File: src/rtl/arf062b064e1r1w0cbbehsaa4acw_rd_pkg.sv
// Shared constants and types for the register-file read port.
package arf062b064e1r1w0cbbehsaa4acw_rd_pkg;

  localparam int ENTRIES  = 62;
  localparam int DWIDTH   = 64;
  localparam int AWIDTH   = 6;
  localparam int OQ_DEPTH = 4;
  localparam int PTR_W    = $clog2(OQ_DEPTH);
  localparam int CNT_W    = $clog2(OQ_DEPTH + 1);

  typedef struct packed {
    logic              err;
    logic [DWIDTH-1:0] data;
  } rd_rsp_t;

  typedef logic [PTR_W-1:0] oq_ptr_t;
  typedef logic [CNT_W-1:0] oq_cnt_t;

endpackage

File: src/rtl/arf062b064e1r1w0cbbehsaa4acw_rsp_fifo.sv
// Flop-based response FIFO; the head is read straight from the storage flops.
module arf062b064e1r1w0cbbehsaa4acw_rsp_fifo
  import arf062b064e1r1w0cbbehsaa4acw_rd_pkg::*;
#(
  parameter int DEPTH = OQ_DEPTH
) (
  input  logic    clk,
  input  logic    rst_n,
  input  logic    push,
  input  rd_rsp_t push_data,
  input  logic    pop,
  output rd_rsp_t head,
  output oq_cnt_t count
);

  rd_rsp_t mem [DEPTH];
  oq_ptr_t wr_ptr;
  oq_ptr_t rd_ptr;

  always_ff @(posedge clk or negedge rst_n) begin
    if (!rst_n) begin
      for (int i = 0; i < DEPTH; i++) mem[i] <= '0;
      wr_ptr <= '0;
      rd_ptr <= '0;
      count  <= '0;
    end else begin
      if (push) begin
        mem[wr_ptr] <= push_data;
        wr_ptr      <= wr_ptr + 1'b1;
      end
      if (pop) rd_ptr <= rd_ptr + 1'b1;
      case ({push, pop})
        2'b10:   count <= count + 1'b1;
        2'b01:   count <= count - 1'b1;
        default: count <= count;
      endcase
    end
  end

  assign head = mem[rd_ptr];

  a_no_overflow:  assert property (@(posedge clk) disable iff (!rst_n)
                                   !(push && count == CNT_W'(DEPTH)));
  a_no_underflow: assert property (@(posedge clk) disable iff (!rst_n)
                                   !(pop && count == '0));

endmodule

File: src/rtl/arf062b064e1r1w0cbbehsaa4acw_rd_port.sv
// Read port: request handshake, one-cycle array access stage with write
// forwarding and range check, then a credit-limited response queue.
module arf062b064e1r1w0cbbehsaa4acw_rd_port
  import arf062b064e1r1w0cbbehsaa4acw_rd_pkg::*;
(
  input  logic              clk,
  input  logic              rst_n,
  input  logic              rd_req_vld,
  input  logic [AWIDTH-1:0] rd_req_addr,
  output logic              rd_req_rdy,
  output logic [AWIDTH-1:0] arr_rd_addr,
  input  logic [DWIDTH-1:0] arr_rd_data,
  input  logic              wr_en,
  input  logic [AWIDTH-1:0] wr_addr,
  input  logic [DWIDTH-1:0] wr_data,
  output logic              rd_rsp_vld,
  output logic [DWIDTH-1:0] rd_rsp_data,
  output logic              rd_rsp_err,
  input  logic              rd_rsp_rdy
);

  logic              s1_vld;
  logic [AWIDTH-1:0] s1_addr;
  logic              rdy_en;
  logic              accept;
  logic              s1_illegal;
  logic              fwd;
  logic              pop;
  logic [CNT_W:0]    credit_use;
  oq_cnt_t           q_count;
  rd_rsp_t           s1_rsp;
  rd_rsp_t           head;

  // rdy_en keeps the port closed until the first edge after reset release.
  assign credit_use = {1'b0, q_count} + {{CNT_W{1'b0}}, s1_vld};
  assign rd_req_rdy = rdy_en && (credit_use < (CNT_W + 1)'(OQ_DEPTH));
  assign accept     = rd_req_vld && rd_req_rdy;

  always_ff @(posedge clk or negedge rst_n) begin
    if (!rst_n) begin
      rdy_en  <= 1'b0;
      s1_vld  <= 1'b0;
      s1_addr <= '0;
    end else begin
      rdy_en <= 1'b1;
      s1_vld <= accept;
      if (accept) s1_addr <= rd_req_addr;
    end
  end

  assign arr_rd_addr = s1_addr;

  // A write landing this cycle is not yet in the array, so bypass it.
  assign s1_illegal = s1_addr >= AWIDTH'(ENTRIES);
  assign fwd        = wr_en && (wr_addr == s1_addr) && !s1_illegal;

  always_comb begin
    s1_rsp.err  = s1_illegal;
    s1_rsp.data = arr_rd_data;
    if (s1_illegal) s1_rsp.data = '0;
    else if (fwd)   s1_rsp.data = wr_data;
  end

  assign rd_rsp_vld = (q_count != '0);
  assign pop        = rd_rsp_vld && rd_rsp_rdy;

  arf062b064e1r1w0cbbehsaa4acw_rsp_fifo #(.DEPTH(OQ_DEPTH)) u_rsp_fifo (
    .clk       (clk),
    .rst_n     (rst_n),
    .push      (s1_vld),
    .push_data (s1_rsp),
    .pop       (pop),
    .head      (head),
    .count     (q_count)
  );

  assign rd_rsp_data = head.data;
  assign rd_rsp_err  = head.err;

endmodule
File: config.mk
export PLATFORM = sky130hd
export DESIGN_NAME = arf062b064e1r1w0cbbehsaa4acw_rd_port
export DESIGN_NICKNAME = d
export VERILOG_FILES = /design/src/rtl/arf062b064e1r1w0cbbehsaa4acw_rd_pkg.sv /design/src/rtl/arf062b064e1r1w0cbbehsaa4acw_rsp_fifo.sv /design/src/rtl/arf062b064e1r1w0cbbehsaa4acw_rd_port.sv
export SDC_FILE = /design/constraint.sdc
export NUM_CORES = 1
export LEC_CHECK = 0
export CAP_MARGIN = 30
export CORE_ASPECT_RATIO = 0.6
export CORE_MARGIN = 2
export CORE_UTILIZATION = 35
export DETAILED_ROUTE_END_ITERATION = 8
export PLACE_DENSITY_LB_ADDON = 0.12
export SKIP_LAST_GASP = 1
export SLEW_MARGIN = 20
export SYNTH_ARGS = -nofsm -noshare
export SYNTH_HDL_FRONTEND = slang
export SYNTH_HIERARCHICAL = 1
export SYNTH_SLANG_ARGS = --single-unit
File: constraint.sdc
create_clock -name clk -period 2.1 [get_ports clk]
set_input_delay 0.315 -clock clk [delete_from_list [all_inputs] [get_ports clk]]
set_output_delay 0.315 -clock clk [all_outputs]
set_load 0.02 [all_outputs]
== Yosys cells after proc, flatten, opt, wreduce, memory -nomap -nowiden ==
Index checks and enable logic that the tools add are counted.

* Reductions and logical operators: 9
* Equal/unequal tests: 3
* Add/subtract/negate cells: 5
* Magnitude comparators: 5
* Bitwise operators: 2
* Multiplexer cells: 9

{| class="wikitable"
|+ Operator list
! kind !! number
|-
| 260-bit bitwise mux || 1
|-
| 65-bit two-way mux || 3
|-
| 65-bit binary-select mux with 2-bit select || 1
|-
| 65-bit demux with 2-bit select || 1
|-
| 64-bit two-way mux || 2
|-
| 6-bit equality test || 1
|-
| 3-bit greater-or-equal comparator, second input constant || 2
|-
| 6-bit greater-or-equal comparator, second input constant || 1
|-
| 1-bit logical AND || 6
|-
| 2-bit NOT with 3-bit output || 2
|-
| 3-bit one-hot mux with 2 select lines || 1
|-
| 2-bit by 1-bit adder with 2-bit output, second input constant || 2
|-
| 3-bit by 1-bit adder with 4-bit output || 1
|-
| 4-bit by 3-bit less-than comparator with 1-bit output, second input constant || 1
|-
| 3-bit by 1-bit adder with 3-bit output, second input constant || 1
|-
| 3-bit by 1-bit less-than comparator with 1-bit output, second input constant || 1
|-
| 3-bit nonzero test || 1
|-
| 3-bit by 1-bit subtractor with 3-bit output, second input constant || 1
|-
| 2-bit by 1-bit equality test with 1-bit output, second input constant || 1
|-
| 2-bit equality test, second input constant || 1
|-
| 2-bit nonzero test || 1
|-
| 1-bit zero test || 1
|}

* Output and inout port bits: 73
* Word-level logic and storage cells: 47
* Bits of input ports: 145
* Bits in registers: 275

== Logic depth before layout (Yosys ltp) ==
* Depth in word-level cells: 6
* Depth in mapped cells: 8
* Gate-level depth less buffers: 8

== Cells and area by module ==
The synthesis kept the hierarchy.

{| class="wikitable"
|+ By module, submodules not included
! module !! times used !! cells an instance !! sequential area each (µm²) !! area an instance (µm²)
|-
| arf062b064e1r1w0cbbehsaa4acw_rsp_fifo || 1 || 664 || 6681.4 || 11700.0
|-
| arf062b064e1r1w0cbbehsaa4acw_rd_port || 1 || 259 || 200.2 || 1741.7
|}

== Worst setup path before layout ==
OpenSTA, ideal clock, no wires.

* Kind: reg-to-reg
* Start point: register u_rsp_fifo.count[1]
* End point: register u_rsp_fifo.count[1]
* Cell stages (with the launch flop): 7
* Clock period less this slack: 1.981 ns
* Required time: 2.017 ns
* Path slack: 0.119 ns
* Data arrival time: 1.899 ns
* Buffers on the path: 0
* Path through: dfrtp_1 -> or3_1 -> and2_1 -> ha_1 -> inv_1 -> fa_1 -> o21ai_0

* Longest elaborated chain between the ends: 4
* Elaborated cells on any way between the ends: 8
* Classes of those cells: 2 x add/sub; 2 x eq/ne; 1 x mux; 3 x reduce/logical

{| class="wikitable"
|+ Ends and longest elaborated chain
! what !! line !! text
|-
| from (decl) || arf062b064e1r1w0cbbehsaa4acw_rsp_fifo.sv:13 || <nowiki>output oq_cnt_t count</nowiki>
|-
| from (signal assigned) || arf062b064e1r1w0cbbehsaa4acw_rsp_fifo.sv:33 || <nowiki>2'b10: count <= count + 1'b1;</nowiki>
|-
| from (signal assigned) || arf062b064e1r1w0cbbehsaa4acw_rsp_fifo.sv:34 || <nowiki>2'b01: count <= count - 1'b1;</nowiki>
|-
| from (signal assigned) || arf062b064e1r1w0cbbehsaa4acw_rsp_fifo.sv:35 || <nowiki>default: count <= count;</nowiki>
|-
| 3-bit nonzero test * || arf062b064e1r1w0cbbehsaa4acw_rd_port.sv:64 || <nowiki>assign rd_rsp_vld = (q_count != '0);</nowiki>
|-
| via rd_rsp_vld || arf062b064e1r1w0cbbehsaa4acw_rd_port.sv:16 || <nowiki>output logic rd_rsp_vld,</nowiki>
|-
| 1-bit logical AND * || arf062b064e1r1w0cbbehsaa4acw_rd_port.sv:65 || <nowiki>assign pop = rd_rsp_vld && rd_rsp_rdy;</nowiki>
|-
| via pop || arf062b064e1r1w0cbbehsaa4acw_rd_port.sv:28 || <nowiki>logic pop;</nowiki>
|-
| 2-bit by 1-bit equality test with 1-bit output / 2-bit equality test (equally long branches) || arf062b064e1r1w0cbbehsaa4acw_rsp_fifo.sv:32 || <nowiki>case ({push, pop})</nowiki>
|-
| 3-bit one-hot mux with 2 select lines / 2-bit nonzero test (equally long branches) || - ||
|}

The timed path passes the listed nets; every way through them passes the cells marked *.
A chain may end at the register's enable or synchronous reset.

== Worst setup path in the final report ==
* Start point: register u_rsp_fifo.rd_ptr[0]
* End point: output port rd_rsp_data[36]

* Longest elaborated chain between the ends: 4

{| class="wikitable"
|+ Ends and longest elaborated chain
! what !! line !! text
|-
| from (decl) || arf062b064e1r1w0cbbehsaa4acw_rsp_fifo.sv:18 || <nowiki>oq_ptr_t rd_ptr;</nowiki>
|-
| from (signal assigned) || arf062b064e1r1w0cbbehsaa4acw_rsp_fifo.sv:31 || <nowiki>if (pop) rd_ptr <= rd_ptr + 1'b1;</nowiki>
|-
| 2-bit NOT with 3-bit output (implied by the code) || arf062b064e1r1w0cbbehsaa4acw_rsp_fifo.sv:40 || <nowiki>assign head = mem[rd_ptr];</nowiki>
|-
| 65-bit binary-select mux with 2-bit select || arf062b064e1r1w0cbbehsaa4acw_rsp_fifo.sv:40 ||
|-
| 65-bit two-way mux (implied by the code) (2 in a row) || arf062b064e1r1w0cbbehsaa4acw_rsp_fifo.sv:40 ||
|-
| to (decl) || arf062b064e1r1w0cbbehsaa4acw_rd_port.sv:17 || <nowiki>output logic [DWIDTH-1:0] rd_rsp_data,</nowiki>
|}

No other way between the ends. The select of a mux whose other input is x is not followed.

==> metrics <==
status finished, violations left; failing checks setup timing; Final Max Slew Viols 0; clk_skew 0.0128 ns; utilization after layout 47.2%; share of cells above drive strength 1 46.4%; drt drc 0; CTS Sinks 275; fin crit share 113%; critical path endpoint category output pin; Ports 218; Post-Synth XOR/XNOR Area 0.782%; fin nets 1332; Die Width 257 um; reg2reg path depth 6; Synth Area in Compound Gates 4.91%; sequential share of the synthesized area 51.2%; Placed Area 16500 um^2; fin area 17800 um^2; Peak supply drop 0.679 mV; vias in the first global route 8999; final WL 35.2 mm; Min Clock Period, post-route 2.37 ns; Synthesized Nets 1074; Antenna Nets Post-Route 0; H-tree levels 1; P&R area growth vs syn 32.6%; Synth Instances 923; initial antenna violation count 0; Crit Path Max Fanout 8; final hold violation count 0; vias per cell 5.00; commonest non-fill, non-tap cell in the layout dfrtp_1; RR Startpoint arr_rd_addr[2]$_DFFE_PN0P_; worst skew pair latency 0.55 ns; drt initial violations 470; Yosys reg bits 275; Initial Utilization 35.6%; max-cap violations 0; pin count of the biggest net entering global routing 65; Die H 156 um; worst min path class input port to asynchronous set/reset pin; most frequent cells in the layout dfrtp_1, mux2_2, clkdlybuf4s50_1, buf_6; core box area 37800 um^2; clk buf depth 3; mux contribution to synthesized area 33.2%; fillers 3320; Post-Layout Cell Count 1716; cell area after synthesis 13400 um^2; CTS root buffer clkbuf_16; final setup fails 65; Leakage Power 7.29 nW; DR WL/cell 20.5 um; syn avg cell area 14.6 um^2; Clock transition at path regs 0.06 ns; std cell rows 55; via count 8573; die area 40000 um^2; largest family of logic cells by synthesized area multiplexers; Critical Path RT 1.78 ns; post-route setup TNS -13.13 ns; RSZ-0062 raised after global routing yes; startpoint types flop; gpl congestion 0.701; Tot GR Track Use 17.6%; reg2reg setup slack 0.09 ns; post-synthesis simple-gate area fraction 3.10%; dpl cells 1652; first-pass GRT wire length 54.8 mm; IO buf count 217; CTS tree done; adder-cell share of the synthesized area 0.614%; WS Path Type flop to output pin; power per cell area 1620 nW/um^2; hpwl dp 22.2 mm; post-synth cell types 29; dpl ws -0.368 ns; CTS Buf Count 28; Max Clk Rate 422 MHz; Worst EP arrival 2.06 ns; final setup margin -0.271 ns; GR Overflow Total 0; first-pass iteration count of the detailed router 4; worst r2r dst u_rsp_fifo/mem[73]$_DFFE_PN0P_; Yosys Warn Count 6; n_diodes 0
==> metrics by stage <==
stage                     hold WS, ns  total power (W)
after global placement          0.293           0.0227
after CTS                       0.290           0.0287
final                           0.284           0.0289
after floorplan                0.0194           0.0176
after detailed placement        0.290           0.0228
after global routing            0.319           0.0305
==> cell type report <==
cell class              instances  area (um^2)  area share [%]
clock buffers                  39          833            4.68
clock inverters                13          120           0.674
inverters                       8         30.0           0.169
multi-input cells             563         5840            32.8
flip-flops and latches        275         6890            38.6
well taps                     513          642            3.60
repair buffers                305         3460            19.4
==> worst max path at each step <==
stage          cells past startpoint                             start  slack [ns]                         endpoint
3_5_place_dp                       7                        wr_addr[5]       -0.37    u_rsp_fifo/mem[9]$_DFFE_PN0P_
6_report                           4  u_rsp_fifo/rd_ptr[0]$_DFFE_PN0P_       -0.27                  rd_rsp_data[36]
5_1_grt                            4  u_rsp_fifo/rd_ptr[0]$_DFFE_PN0P_       -0.33                  rd_rsp_data[36]
4_1_cts                            4  u_rsp_fifo/rd_ptr[0]$_DFFE_PN0P_       -0.31                  rd_rsp_data[36]
2_1_floorplan                      6   u_rsp_fifo/count[1]$_DFFE_PN0P_        0.12  u_rsp_fifo/count[1]$_DFFE_PN0P_
3_3_place_gp                       7                        wr_addr[5]       -0.36    u_rsp_fifo/mem[9]$_DFFE_PN0P_
==> what timing repair did <==
| item | CTS | global route |
|---|---|---|
| resized for setup | 372 | 54 |
| setup buffers | 5 | 0 |
| endpoints found under the hold margin | 51 | 0 |
| setup endpoints to repair | 79 | 289 |
| pin swaps | 0 | 0 |
| hold buffers | 1 | 0 |
| cloned | 4 | 2 |
==> where the power goes <==
group,total [W],internal [W],switching [W],leakage [nW]
sequential,0.00932,0.00799,0.00133,3.22
clock,0.00515,0.00301,0.00214,0.475
combinational,0.0144,0.00815,0.00630,3.60
==> flip-flops by register name (all words and copies together), names as in the netlist <==
| register | count |
|---|---|
| arr_rd_addr | 6 |
| rdy_en | 1 |
| s1_vld | 1 |
| u_rsp_fifo/count | 3 |
| u_rsp_fifo/mem | 260 |
| u_rsp_fifo/rd_ptr | 2 |
| u_rsp_fifo/wr_ptr | 2 |
==> logic make-up (layout without fill, tap and decap cells) <==
| kind of cell | after synthesis | in the layout |
|---|---|---|
| fa+ha+maj | 6 | 6 |
| xor+xnor | 12 | 12 |
| buf+inv | 85 | 365 |
| mux | 331 | 331 |
| other cells | 1 | 1 |
| simple gates | 82 | 82 |
| compound gates | 131 | 131 |
| flops | 275 | 275 |
==> per-layer routing <==
layer	vias up	GRT usage [%]	wire length (um)
met5	-	0	0
met4	0	2.57	386
met3	31	3.02	1130
met2	125	27.5	16100
met1	4472	26.1	17600
li1	3945	-	-
==> synth_stat cells, drive strengths merged <==
cell / count / area [um^2]
a21oi: 64 / 320
a311oi: 1 / 8.76
and2: 1 / 6.26
and3: 1 / 6.26
and4: 1 / 8.76
buf: 51 / 581
clkbuf: 25 / 210
conb: 1 / 3.75
dfrtp: 275 / 6880
dlymetal6s2s: 1 / 12.5
fa: 1 / 20.0
ha: 5 / 62.6
inv: 8 / 30.0
mux2: 266 / 3000
mux4: 65 / 1460
nand2: 9 / 33.8
nand3: 66 / 335
nand4: 1 / 12.5
nor2: 2 / 7.51
o21ai: 66 / 330
or3: 1 / 6.26
xnor2: 8 / 70.1
xor2: 4 / 35.0
==> worst max-delay path, cell delays in order, from the launching register on <==
cell and delay, ns:
dfrtp_4 0.46, buf_12 0.16, buf_16 0.15, mux4_2 0.57
buf_6 0.16
No activity file was read; power rests on OpenSTA's default activity.
